[src/rtl/decode_stage.sv]
// RV32I/RV64I decode stage: each accepted {instr, pc} is decoded in one cycle
// and buffered as a bundle in a DEPTH-entry FIFO, with flush and illegal flagging.
module decode_stage #(
    parameter int XLEN      = 32,
    parameter int DEPTH     = 2,
    parameter bit SUPPORT_M = 1'b0
) (
    input  logic                   clk,
    input  logic                   reset_n,
    input  logic                   in_valid,
    output logic                   in_ready,
    input  logic [31:0]            instr_i,
    input  logic [XLEN-1:0]        pc_i,
    input  logic                   flush_i,
    output logic                   out_valid,
    input  logic                   out_ready,
    output logic [9:0]             family_o,
    output logic [2:0]             funct3_o,
    output logic                   iop_o,
    output logic [XLEN-1:0]        imm_o,
    output logic [4:0]             rs1_o,
    output logic [4:0]             rs2_o,
    output logic [4:0]             rd_o,
    output logic [XLEN-1:0]        pc_o,
    output logic                   illegal_o,
    output logic [$clog2(DEPTH):0] count_o
);

    localparam int PTR_W = (DEPTH > 1) ? $clog2(DEPTH) : 1;
    localparam int CNT_W = $clog2(DEPTH) + 1;
    localparam logic [CNT_W-1:0] FULL = CNT_W'(DEPTH);

    localparam int F_LUI     = 0;
    localparam int F_AUIPC   = 1;
    localparam int F_JAL     = 2;
    localparam int F_JALR    = 3;
    localparam int F_BRANCH  = 4;
    localparam int F_LOAD    = 5;
    localparam int F_STORE   = 6;
    localparam int F_ALU_IMM = 7;
    localparam int F_ALU_REG = 8;
    localparam int F_MUL     = 9;

    localparam logic [6:0] OP_LUI     = 7'b0110111;
    localparam logic [6:0] OP_AUIPC   = 7'b0010111;
    localparam logic [6:0] OP_JAL     = 7'b1101111;
    localparam logic [6:0] OP_JALR    = 7'b1100111;
    localparam logic [6:0] OP_BRANCH  = 7'b1100011;
    localparam logic [6:0] OP_LOAD    = 7'b0000011;
    localparam logic [6:0] OP_STORE   = 7'b0100011;
    localparam logic [6:0] OP_ALU_IMM = 7'b0010011;
    localparam logic [6:0] OP_ALU_REG = 7'b0110011;

    typedef struct packed {
        logic [9:0]      family;
        logic [2:0]      funct3;
        logic            iop;
        logic [XLEN-1:0] imm;
        logic [4:0]      rs1;
        logic [4:0]      rs2;
        logic [4:0]      rd;
        logic [XLEN-1:0] pc;
        logic            illegal;
    } bundle_t;

    logic [6:0]        opcode;
    logic [2:0]        funct3;
    logic [6:0]        funct7;
    logic signed [31:0] imm_u, imm_j, imm_b, imm_s, imm_i;
    logic              shamt_hi_bad;

    assign opcode = instr_i[6:0];
    assign funct3 = instr_i[14:12];
    assign funct7 = instr_i[31:25];

    assign imm_u = {instr_i[31:12], 12'b0};
    assign imm_j = {{12{instr_i[31]}}, instr_i[19:12], instr_i[20], instr_i[30:21], 1'b0};
    assign imm_b = {{20{instr_i[31]}}, instr_i[7], instr_i[30:25], instr_i[11:8], 1'b0};
    assign imm_s = {{20{instr_i[31]}}, instr_i[31:25], instr_i[11:7]};
    assign imm_i = {{20{instr_i[31]}}, instr_i[31:20]};

    // On RV32 the shift amount is only five bits wide, so instr[25] must be clear.
    assign shamt_hi_bad = (XLEN == 32) && instr_i[25];

    logic [9:0]         fam;
    logic signed [31:0] imm32;
    logic               use_rs1, use_rs2, use_rd, use_f3, iop, bad;
    bundle_t            dec;

    always_comb begin
        // NOTE: every variable gets a default before the case so no path leaves it unassigned (no latches).
        fam     = '0;
        imm32   = '0;
        use_rs1 = 1'b0;
        use_rs2 = 1'b0;
        use_rd  = 1'b0;
        use_f3  = 1'b0;
        iop     = 1'b0;
        bad     = 1'b0;
        case (opcode)
            OP_LUI:   begin fam[F_LUI] = 1'b1;   imm32 = imm_u; use_rd = 1'b1; end
            OP_AUIPC: begin fam[F_AUIPC] = 1'b1; imm32 = imm_u; use_rd = 1'b1; end
            OP_JAL:   begin fam[F_JAL] = 1'b1;   imm32 = imm_j; use_rd = 1'b1; end
            OP_JALR: begin
                fam[F_JALR] = 1'b1; imm32 = imm_i;
                use_rs1 = 1'b1; use_rd = 1'b1; use_f3 = 1'b1;
                bad = (funct3 != 3'b000);
            end
            OP_BRANCH: begin
                fam[F_BRANCH] = 1'b1; imm32 = imm_b;
                use_rs1 = 1'b1; use_rs2 = 1'b1; use_f3 = 1'b1;
                bad = (funct3[2:1] == 2'b01);
            end
            OP_LOAD: begin
                fam[F_LOAD] = 1'b1; imm32 = imm_i;
                use_rs1 = 1'b1; use_rd = 1'b1; use_f3 = 1'b1;
                bad = (XLEN == 32) ? ((funct3 == 3'b011) || (funct3[2:1] == 2'b11))
                                   : (funct3 == 3'b111);
            end
            OP_STORE: begin
                fam[F_STORE] = 1'b1; imm32 = imm_s;
                use_rs1 = 1'b1; use_rs2 = 1'b1; use_f3 = 1'b1;
                bad = (XLEN == 32) ? (funct3 > 3'b010) : (funct3 > 3'b011);
            end
            OP_ALU_IMM: begin
                fam[F_ALU_IMM] = 1'b1; imm32 = imm_i;
                use_rs1 = 1'b1; use_rd = 1'b1; use_f3 = 1'b1;
                if (funct3 == 3'b001) begin
                    bad = (funct7[6:1] != 6'b000000) || shamt_hi_bad;
                end else if (funct3 == 3'b101) begin
                    bad = ((funct7[6:1] != 6'b000000) && (funct7[6:1] != 6'b010000)) || shamt_hi_bad;
                    iop = instr_i[30];
                end
            end
            OP_ALU_REG: begin
                use_rs1 = 1'b1; use_rs2 = 1'b1; use_rd = 1'b1; use_f3 = 1'b1;
                if (funct7 == 7'b0000000) begin
                    fam[F_ALU_REG] = 1'b1;
                    iop = instr_i[30];
                end else if (funct7 == 7'b0100000) begin
                    fam[F_ALU_REG] = 1'b1;
                    iop = instr_i[30];
                    bad = (funct3 != 3'b000) && (funct3 != 3'b101);
                end else if ((funct7 == 7'b0000001) && SUPPORT_M) begin
                    fam[F_MUL] = 1'b1;
                end else begin
                    bad = 1'b1;
                end
            end
            default: bad = 1'b1;
        endcase

        // Illegal bundles carry only the pc and the flag; every decoded field is zeroed.
        dec         = '0;
        dec.pc      = pc_i;
        dec.illegal = bad;
        if (!bad) begin
            dec.family = fam;
            dec.funct3 = use_f3 ? funct3 : 3'b000;
            dec.iop    = iop;
            dec.imm    = XLEN'(imm32);
            dec.rs1    = use_rs1 ? instr_i[19:15] : 5'd0;
            dec.rs2    = use_rs2 ? instr_i[24:20] : 5'd0;
            dec.rd     = use_rd  ? instr_i[11:7]  : 5'd0;
        end
    end

    bundle_t          mem [DEPTH];
    logic [PTR_W-1:0] wr_ptr, rd_ptr;
    logic [CNT_W-1:0] count;
    logic             push, pop;
    bundle_t          head;

    function automatic logic [PTR_W-1:0] ptr_next(input logic [PTR_W-1:0] p);
        return (p == PTR_W'(DEPTH - 1)) ? '0 : p + 1'b1;
    endfunction

    assign in_ready  = (count != FULL);
    assign out_valid = (count != '0);
    assign push      = in_valid && in_ready && !flush_i;
    assign pop       = out_valid && out_ready && !flush_i;

    always_ff @(posedge clk or negedge reset_n) begin
        // NOTE: state registers use non-blocking assignments so every flop samples pre-edge values.
        if (!reset_n) begin
            wr_ptr <= '0;
            rd_ptr <= '0;
            count  <= '0;
        end else if (flush_i) begin
            wr_ptr <= '0;
            rd_ptr <= '0;
            count  <= '0;
        end else begin
            if (push) wr_ptr <= ptr_next(wr_ptr);
            if (pop)  rd_ptr <= ptr_next(rd_ptr);
            case ({push, pop})
                2'b10:   count <= count + 1'b1;
                2'b01:   count <= count - 1'b1;
                default: count <= count;
            endcase
        end
    end

    // NOTE: bundle storage is not reset; a slot is only visible once count says it was written.
    always_ff @(posedge clk) begin
        if (push) mem[wr_ptr] <= dec;
    end

    assign head = out_valid ? mem[rd_ptr] : '0;

    assign family_o  = head.family;
    assign funct3_o  = head.funct3;
    assign iop_o     = head.iop;
    assign imm_o     = head.imm;
    assign rs1_o     = head.rs1;
    assign rs2_o     = head.rs2;
    assign rd_o      = head.rd;
    assign pc_o      = head.pc;
    assign illegal_o = head.illegal;
    assign count_o   = count;

endmodule

[config.mk]
export PLATFORM = sky130hd
export DESIGN_NAME = decode_stage
export DESIGN_NICKNAME = d
export VERILOG_FILES = /design/src/rtl/decode_stage.sv
export SDC_FILE = /design/constraint.sdc
export NUM_CORES = 1
export LEC_CHECK = 0
export ABC_AREA = 1
export BUFFER_PORTS_ARGS = -buffer_cell sky130_fd_sc_hd__buf_2
export CAP_MARGIN = 10
export CORE_UTILIZATION = 50
export DETAILED_ROUTE_END_ITERATION = 12
export PLACE_DENSITY = 0.74
export SLEW_MARGIN = 15
export SYNTH_ARGS = -nofsm -noshare
export SYNTH_HDL_FRONTEND = slang
export SYNTH_SLANG_ARGS = --single-unit
[constraint.sdc]
create_clock -name clk -period 8.3 [get_ports clk]
set_input_delay 1.245 -clock clk [delete_from_list [all_inputs] [get_ports clk]]
set_output_delay 1.245 -clock clk [all_outputs]
set_load 0.03 [all_outputs]
==> run_results.csv, run 1 <==
group,metric,value,unit
synthesis,yosys_most_used_dff,"edfxtp_1",
die,ios,167,
synthesis,synthTopCellsByCount,"nand2_1, edfxtp_1, a21oi_1",
synthesis,synthCells,788,
synthesis,synth_edf_count,186,
global_routing,grt_pass1_vias,5711,
power_and_ir_drop,power_frac_comb,0.369,
clocking,post_cts_buffers,0,
run_status,outcome,"finished clean",
critical_path,cp.arrival,2.84,ns
clocking,cts_buffers,17,
global_routing,grt_pass1_wl,29.1,mm
synthesis,synth_top_family_by_area,"simple AND/OR/NAND/NOR gates",
power_and_ir_drop,peakVddDrop,190,uV
placed_design,dpl.hpwl,11.6,mm
clocking,clock-root-buffer,"clkbuf_16",
die,die_h,132,um
synthesis,synth_area_leaders,"edfxtp_1, nand2_1, a21oi_1, nor2_1, nor2_4",
critical_path,rrSetupSlack,5.59,ns
routing,drt_wl_total,18.5,mm
critical_path,cp.required,7.05,ns
placed_design,portBuffers,165,
die,die_area,0.0173,mm2
clocking,cts_tree,"done",
timing,setup_violations,0,
timing,slew_headroom,0.306,
timing,worst_pin_slew,1.04,ns
timing,hold_viol_final,0,
routing,antenna_left,0,
synthesis,synth_compound_area_frac,0.0674,
die,fp.coreArea,0.0161,mm2
global_routing,antenna_found_initial,2,
clocking,cts_resized,0,
layout,final-instance-count-excl-fill,1168,
timing,skew,0.0108,ns
critical_path,crit_path_end,"imm_o[2]",
synthesis,ys_async_sr_fraction,0.0211,
critical_path,critPathKind,"reg2out",
synthesis,yosysMostFrequentCell,"nand2_1",
layout,drive_above_1_share,0.259,
synthesis,synth_top_area_cell,"edfxtp_1",
timing,tns,0,ns
die,fp.dieW,132,um
die,start_util,0.521,
synthesis,synth_top_area_frac,0.666,
timing,period_needed,4.08,ns
synthesis,yosysUniqueCellTypes,29,
global_routing,grt_overflow,0,
power_and_ir_drop,p_leak,4.00,nW
clocking,cts_hold_buf,0,
synthesis,yosys_warnings,0,
synthesis,syn_area,0.00839,mm2
routing,firstDrtPassIters,5,
timing,maxSlewViolCount,0,
placed_design,place_inst,1134,
critical_path,crit_fanout,51,
clocking,htreeDepth,4,
layout,multi_input_area,0.00236,mm2
routing,wl_per_cell,15.9,um
timing,finalCritPeriodShare,0.492,
layout,fin_nets,1006,
synthesis,yosysSeqAreaShare,0.678,
power_and_ir_drop,p_clk_frac,0.251,
power_and_ir_drop,power.switching,0.00126,W
clocking,insertion_delay,0.43,ns
critical_path,cp-end-kind,"output pin",
routing,vias,5976,
clocking,clockBufferDepth,2,
synthesis,yosys.area_share.simple,0.210,
clocking,clock-sinks,190,
critical_path,critPathLaunch,"rd_ptr",
job,cap_violations,0,
synthesis,syn_avg_cell_area,10.6,um2
routing,drc_errors,0,
layout,utilization,0.616,
global_routing,grt_max_degree,95,
synthesis,syn_nets,857,
power_and_ir_drop,p_seq_frac,0.380,
critical_path,rr_startpoint,"count_o[0]",
critical_path,reg2reg_to,"mem[1][91]",
power_and_ir_drop,switching_share,0.413,
clocking,path_clk_slew,0.07,ns
placed_design,gp_congestion,0.909,
global_routing,track_usage,0.220,
critical_path,start_kind,"register",
min_path,hold_path.class,"in2async",
power_and_ir_drop,p_int,0.00179,W
layout,final-seq-area,0.00569,mm2
routing,routed_via_density,5.12,
power_and_ir_drop,power_density,308,mW/mm2
timing,clock.fmax,245,MHz
layout,fill_cells,1329,
synthesis,synth-seq-cells,190,
synthesis,synth_xor_area_frac,0,
die,rows,46,
routing,first_iter_violations,359,
synthesis,synth_fa_ha_area_frac,0,
synthesis,muxShareOfSynthArea,0,
timing,rsz0062_at_grt,"no",
critical_path,worstRegToRegCells,7,
layout,area_growth,18.4,%
## per-stage QoR
step           total power, W  hold slack, ns  cell area, um2  setup slack (ns)
6_report              0.00306           0.609            9930              4.22
5_1_grt               0.00319           0.599            9930              4.09
4_1_cts               0.00308           0.600            9930              4.25
3_5_place_dp          0.00232           0.633            9360              4.42
3_3_place_gp          0.00232           0.631            9360              4.55
2_1_floorplan         0.00198           0.521            8390              2.36
## sequential cells by signal, indices dropped and copies added, names as in the netlist
signal	cells
mem	186
count_o	2
rd_ptr	1
wr_ptr	1
## layout by cell type, fill, tap and decap left out, types with 3 or more instances in the layout
cell type	count
nor2_4	24
inv_6	4
buf_2	165
buf_4	6
a22oi_1	4
nor3_1	3
clkinvlp_4	3
a21oi_1	96
clkinv_4	3
inv_2	7
o21ai_0	6
clkbuf_16	17
nand2_4	4
edfxtp_1	186
nand3_1	16
nor2_1	85
dfrtp_1	3
nand2_1	262
inv_1	38
## per-layer routing
| metal | up-vias | routed length, um | track usage |
|---|---|---|---|
| met3 | 27 | 1540 | 0.0556 |
| met5 | - | 0 | 0 |
| met1 | 2766 | 7740 | 0.285 |
| met2 | 252 | 8890 | 0.362 |
| met4 | 0 | 368 | 0.0756 |
| li1 | 2931 | - | - |
## how the worst min path moves through the flow
stage                     from  cells after the start          to
global route           reset_n                      1      rd_ptr
CTS                    reset_n                      1      wr_ptr
global placement    count_o[1]                      2  count_o[1]
floorplan               wr_ptr                      2      wr_ptr
detailed placement  count_o[1]                      2  count_o[1]
finish                 reset_n                      1      rd_ptr
## critical path, cell delays in order, from the launching register on
cell     delay, ns
dfrtp_2       0.41
inv_2         0.66
buf_4         0.59
nand2_1       0.10
a21oi_1       0.35
buf_2         0.27
## power groups by stage
stage | Sequential [W] | Combinational, W | Clock (W)
5_1_grt | 0.00117 | 0.00121 | 0.000813
6_report | 0.00116 | 0.00113 | 0.000767
3_5_place_dp | 0.00118 | 0.00114 | 0
4_1_cts | 0.00116 | 0.00114 | 0.000777
3_3_place_gp | 0.00118 | 0.00113 | 0
2_1_floorplan | 0.00120 | 0.000780 | 0
## kinds of logic (layout without fill, tap and decap cells)
kind of cell    after synthesis  count (layout)
compound gates              109             109
buf+inv                      86             248
flops                       190             190
other cells                   1               3
simple gates                402             402
## cell type report
| class | count | area share |
|---|---|---|
| repair buffers | 171 | 0.0877 |
| diodes | 2 | 0.000504 |
| clock buffers | 18 | 0.0442 |
| multi-input cells | 512 | 0.238 |
| well taps | 216 | 0.0272 |
| flip-flops and latches | 190 | 0.573 |
| clock inverters | 14 | 0.0129 |
| inverters | 45 | 0.0170 |
Power figures use the tool's default switching activity.
==> inputs of run 2 (changes only) <==
--- a/config.mk
+++ b/config.mk
@@ -10,7 +10,7 @@
 export CAP_MARGIN = 10
 export CORE_UTILIZATION = 50
 export DETAILED_ROUTE_END_ITERATION = 12
-export PLACE_DENSITY = 0.74
+export PLACE_DENSITY = 0.76
 export SLEW_MARGIN = 15
 export SYNTH_ARGS = -nofsm -noshare
 export SYNTH_HDL_FRONTEND = slang
==> constraint.sdc (replaced) <==
create_clock -name clk -period 3.3 [get_ports clk]
set_input_delay 0.495 -clock clk [delete_from_list [all_inputs] [get_ports clk]]
set_output_delay 0.495 -clock clk [all_outputs]
set_load 0.03 [all_outputs]
==> run 2 against run 1 <==
Effect of this change: register-to-register slack worse by 4.3 ns; sequential cell count did not move; highest routed layer unchanged; via count grew 1.4%; clock power increased to 2.6 times the previous value; sequential power grew to 2.6 times the previous value; largest power group unchanged; cell count grew 0.68%; clock skew grew 0.0015 ns; setup slack lost 3.8 ns.
==> run_results.csv, run 2 (synthesis results as in run 1) <==
group,metric,value,unit
layout,largest_reg_flops,186,
critical_path,max_stage_delay,0.78,ns
clocking,cts_resized,0,
global_routing,grt_pass1_vias,5714,
critical_path,critPathKind,"reg2out",
clocking,path_clk_slew,0.07,ns
min_path,hold_path.class,"in2reg",
layout,area_growth,19.5,%
clocking,clock-sinks,190,
critical_path,start_kind,"register",
min_path,holdPathEnd,"mem[0][25]",
clocking,clock-root-buffer,"clkbuf_16",
die,start_util,0.521,
timing,rsz0062_at_grt,"no",
routing,antenna_left,0,
layout,drive_above_1_share,0.262,
critical_path,crit_cells,4,
timing,maxSlewViolCount,0,
routing,first_iter_violations,429,
power_and_ir_drop,p_leak,4.07,nW
clocking,insertion_delay,0.43,ns
layout,final-seq-area,0.00569,mm2
timing,skew,0.0123,ns
timing,setup_violations,0,
critical_path,cp.arrival,2.40,ns
clocking,cts_buffers,17,
placed_design,preCtsSetupSlack,0.886,ns
timing,hold_viol_final,0,
power_and_ir_drop,peakVddDrop,508,uV
critical_path,path_cells,"buf_4 > nand2_1 > a21oi_1 > buf_2",
routing,drc_errors,0,
layout,top_register,"mem",
critical_path,rrSetupSlack,1.25,ns
timing,tns,0,ns
timing,finalCritPeriodShare,0.879,
power_and_ir_drop,power.total,0.00777,W
job,cap_violations,0,
critical_path,rr_startpoint,"count_o[0]",
routing,routed_via_density,5.15,
die,fp.coreArea,0.0161,mm2
layout,fill_cells,1315,
routing,wl_per_cell,16.0,um
global_routing,grt_overflow,0,
critical_path,reg2reg_to,"mem[1][37]",
layout,fin_nets,1015,
critical_path,cp_slowest_cell,"dfrtp_4",
timing,setup_ws,0.401,ns
power_and_ir_drop,power_density,774,mW/mm2
min_path,hold_start,"pc_i[24]",
placed_design,portBuffers,165,
critical_path,worstRegToRegCells,7,
die,die_h,132,um
timing,clock.fmax,345,MHz
clocking,post_cts_buffers,0,
routing,drt_wl_total,18.8,mm
clocking,cts_tree,"done",
clocking,cts_hold_buf,1,
timing,period_needed,2.90,ns
global_routing,track_usage,0.225,
timing,slew_headroom,0.432,
layout,layout_common_cells,"nand2_1, edfxtp_1, buf_2",
clocking,htreeDepth,4,
layout,multi_input_area,0.00236,mm2
critical_path,cp-end-kind,"output pin",
critical_path,cp_top_family,"flip-flops",
global_routing,antenna_found_initial,1,
die,ios,167,
global_routing,grt_pass1_wl,29.7,mm
die,fp.dieW,132,um
min_path,holdPathStages,1,
critical_path,crit_fanout,49,
die,die_area,0.0173,mm2
critical_path,crit_buf_inv,2,
placed_design,gp_congestion,0.906,
global_routing,grt_max_degree,63,
layout,layout_commonest_cell,"nand2_1",
clocking,clockBufferDepth,2,
die,rows,46,
timing,worst_pin_slew,0.852,ns
routing,firstDrtPassIters,6,
routing,vias,6058,
run_status,outcome,"finished clean",
critical_path,cp.required,2.80,ns
placed_design,dpl.hpwl,12.5,mm
run 2: changes by cell type in the layout (fill, tap and decap cells not counted), sizes merged:
| cell | previous run | this run |
|---|---|---|
| clkinv | 5 | 9 |
| clkinvlp | 3 | 0 |
| inv | 51 | 48 |
| diode | 2 | 1 |
| buf | 171 | 179 |
| dlygate4sd3 | 0 | 1 |
| bufinv | 0 | 2 |
run 2: cell type report:
| type | count | area share |
|---|---|---|
| flip-flops and latches | 190 | 0.567 |
| multi-input cells | 512 | 0.236 |
| repair buffers | 180 | 0.0963 |
| clock buffers | 18 | 0.0428 |
| well taps | 216 | 0.0269 |
| inverters | 45 | 0.0168 |
| clock inverters | 14 | 0.0140 |
| diodes | 1 | 0.000250 |
run 2: where the power goes:
group,leakage (nW),internal (W),switching [W]
Combinational,1.95,0.000663,0.00215
Sequential,1.84,0.00287,0.000116
Clock,0.284,0.00112,0.000856
run 2: worst register-to-register path: stages, from the launching register on:
cell     delay (ns)
dfrtp_1        0.44
inv_1          0.09
nand2_1        0.08
nand2_1        0.08
nor2_1         0.09
inv_1          0.09
nor2_4         0.10
buf_4          0.67
run 2: stage by stage:
step                      cells  utilization  instance area, um2  hold slack [ns]
after floorplan             788            -                8400            0.199
after global placement     1142        0.586                9450            0.307
after detailed placement   1142        0.586                9450            0.312
after CTS                  1175        0.622               10000            0.240
after global routing       1176        0.622               10000            0.238
final                      1176        0.622               10000            0.257
run 2: how the worst max path moves through the flow:
stage,from,end,slack [ns]
floorplan,count_o[0],mem[0][0],-0.73
global placement,rd_ptr,pc_o[27],0.90
detailed placement,rd_ptr,iop_o,0.89
CTS,rd_ptr,iop_o,0.39
global route,rd_ptr,iop_o,0.26
finish,rd_ptr,iop_o,0.40
run 2: layer usage:
layer | track usage | wire length [um] | up-vias
li1 | - | - | 2949
met1 | 0.301 | 8000 | 2836
met2 | 0.366 | 9140 | 249
met3 | 0.0463 | 1410 | 24
met4 | 0.0756 | 298 | 0
met5 | 0 | 0 | -
==> inputs of run 3 (changes only) <==
--- a/config.mk
+++ b/config.mk
@@ -8,6 +8,7 @@
 export ABC_AREA = 1
 export BUFFER_PORTS_ARGS = -buffer_cell sky130_fd_sc_hd__buf_2
 export CAP_MARGIN = 10
+export CORE_ASPECT_RATIO = 1.75
 export CORE_UTILIZATION = 50
 export DETAILED_ROUTE_END_ITERATION = 12
 export PLACE_DENSITY = 0.76
==> run 3 against run 2 <==
Effect of this change: via count decreased by 2.4%; clock skew decreased by 0.0073 ns; first-iteration DRC count decreased by 28%; fmax increased by 2.8%; total power decreased by 0.93%; final area decreased by 0.11%; count of clock-buffer cells in the layout unchanged; setup slack improved by 0.080 ns; critical path type unchanged; largest cell class unchanged; largest power group unchanged.
==> run_results.csv, run 3 (synthesis results as in run 1) <==
group,metric,value,unit
timing,setup_ws,0.481,ns
die,start_util,0.510,
placed_design,preCtsSetupSlack,0.586,ns
power_and_ir_drop,p_int,0.00457,W
layout,layout_commonest_cell,"nand2_1",
run_status,outcome,"finished clean",
power_and_ir_drop,power_frac_comb,0.367,
die,rows,62,
clocking,cts_hold_buf,1,
timing,skew,0.00493,ns
layout,fill_cells,1389,
power_and_ir_drop,peakVddDrop,562,uV
routing,routed_via_density,5.00,
power_and_ir_drop,p_leak,4.05,nW
clocking,cts_resized,0,
job,cap_violations,0,
placed_design,portBuffers,165,
global_routing,grt_max_degree,64,
routing,drc_errors,0,
global_routing,grt_pass1_vias,5700,
layout,top_register,"mem",
die,die_h,173,um
clocking,clock-sinks,190,
power_and_ir_drop,switching_share,0.406,
layout,utilization,0.609,
power_and_ir_drop,power_density,768,mW/mm2
timing,clock.fmax,355,MHz
placed_design,dpl.hpwl,12.7,mm
clocking,insertion_delay,0.42,ns
timing,finalCritPeriodShare,0.854,
placed_design,gp_congestion,0.834,
clocking,htreeDepth,4,
global_routing,track_usage,0.222,
power_and_ir_drop,power.total,0.00769,W
critical_path,path_cells,"buf_4 > nand2_1 > a21oi_1 > buf_2",
routing,firstDrtPassIters,4,
routing,first_iter_violations,309,
layout,final-instance-count-excl-fill,1182,
routing,drt_wl_total,18.8,mm
power_and_ir_drop,p_clk_frac,0.246,
clocking,clock-root-buffer,"clkbuf_16",
critical_path,cp.required,2.80,ns
critical_path,critPathKind,"reg2out",
layout,largest_reg_flops,186,
timing,tns,0,ns
layout,n_antenna_cell,0,
critical_path,cp.arrival,2.32,ns
clocking,clockBufferDepth,2,
critical_path,cp-end-kind,"output pin",
timing,rsz0062_at_grt,"no",
die,fp.coreArea,0.0164,mm2
timing,hold_viol_final,0,
timing,worst_pin_slew,0.829,ns
clocking,cts_buffers,17,
critical_path,max_stage_delay,0.81,ns
layout,area_growth,19.4,%
timing,slew_headroom,0.447,
clocking,cts_tree,"done",
layout,layout_common_cells,"nand2_1, edfxtp_1, buf_2",
routing,wl_per_cell,15.9,um
routing,vias,5914,
timing,maxSlewViolCount,0,
clocking,post_cts_buffers,0,
min_path,hold_path.class,"in2reg",
timing,setup_violations,0,
timing,period_needed,2.82,ns
clocking,path_clk_slew,0.07,ns
critical_path,cp_slowest_cell,"dfrtp_4",
placed_design,place_inst,1149,
layout,drive_above_1_share,0.260,
global_routing,antenna_found_initial,0,
routing,antenna_left,0,
layout,fin_nets,1014,
global_routing,grt_pass1_wl,28.8,mm
die,die_area,0.0173,mm2
die,ios,167,
global_routing,grt_overflow,0,
critical_path,start_kind,"register",
power_and_ir_drop,power.switching,0.00312,W
power_and_ir_drop,p_seq_frac,0.388,
critical_path,crit_fanout,52,
die,fp.dieW,99.9,um
[run 3: cell count changes in the layout (fill, tap and decap cells not counted), sizes merged]
cell,change
buf,-1
bufinv,-1
clkinv,-1
clkinvlp,+1
diode,-1
inv,+1
[run 3: critical path, delay by kind of cell (launching register included)]
kind | cells | cell delay [ns]
DFF | 1 | 0.81
and+or+nand+nor | 1 | 0.12
buffers and inverters | 2 | 0.76
AOI/OAI and AO/OA | 1 | 0.19
[run 3: final cells by class]
cell class / count / area (um2) / share of cell area
inverters: 45 / 169 / 0.0169
flip-flops and latches: 190 / 5690 / 0.568
repair buffers: 179 / 971 / 0.0969
clock buffers: 18 / 429 / 0.0428
clock inverters: 14 / 116 / 0.0116
multi-input cells: 512 / 2360 / 0.236
well taps: 224 / 280 / 0.0280
[run 3: metrics by stage]
| step | instance area [um2] | hold WS (ns) |
|---|---|---|
| floorplan | 8400 | 0.199 |
| global placement | 9460 | 0.305 |
| detailed placement | 9460 | 0.306 |
| CTS | 10000 | 0.235 |
| global route | 10000 | 0.232 |
| finish | 10000 | 0.255 |
[run 3: power by group through the flow]
stage                     logic [W]  registers, W  clock network, W
after global placement      0.00283       0.00303                 0
after CTS                   0.00286       0.00298           0.00193
after detailed placement    0.00285       0.00304                 0
after global routing        0.00302       0.00300           0.00202
final                       0.00282       0.00298           0.00189
after floorplan             0.00196       0.00300                 0
[run 3: metal layers]
layer,wire [um],vias up,part of all wire,track usage
met5,0,-,0,0
met4,410,0,0.022,0.0913
met3,848,30,0.045,0.0391
met2,10300,170,0.55,0.401
met1,7240,2770,0.38,0.254
li1,-,2944,-,-
[run 3: final timing paths]
check / from / to / slack (ns) / cells after the start
worst min-delay path: pc_i[6] / mem[0][7] / 0.25 / 1
worst max register to register: count_o[0] / mem[0][16] / 1.13 / 7
worst max-delay path: rd_ptr / pc_o[30] / 0.48 / 4
max in group asynchronous: reset_n / rd_ptr / 2.76 / 2
worst min register to register: count_o[1] / count_o[1] / 0.63 / 2
min in group asynchronous: reset_n / rd_ptr / 0.41 / 2
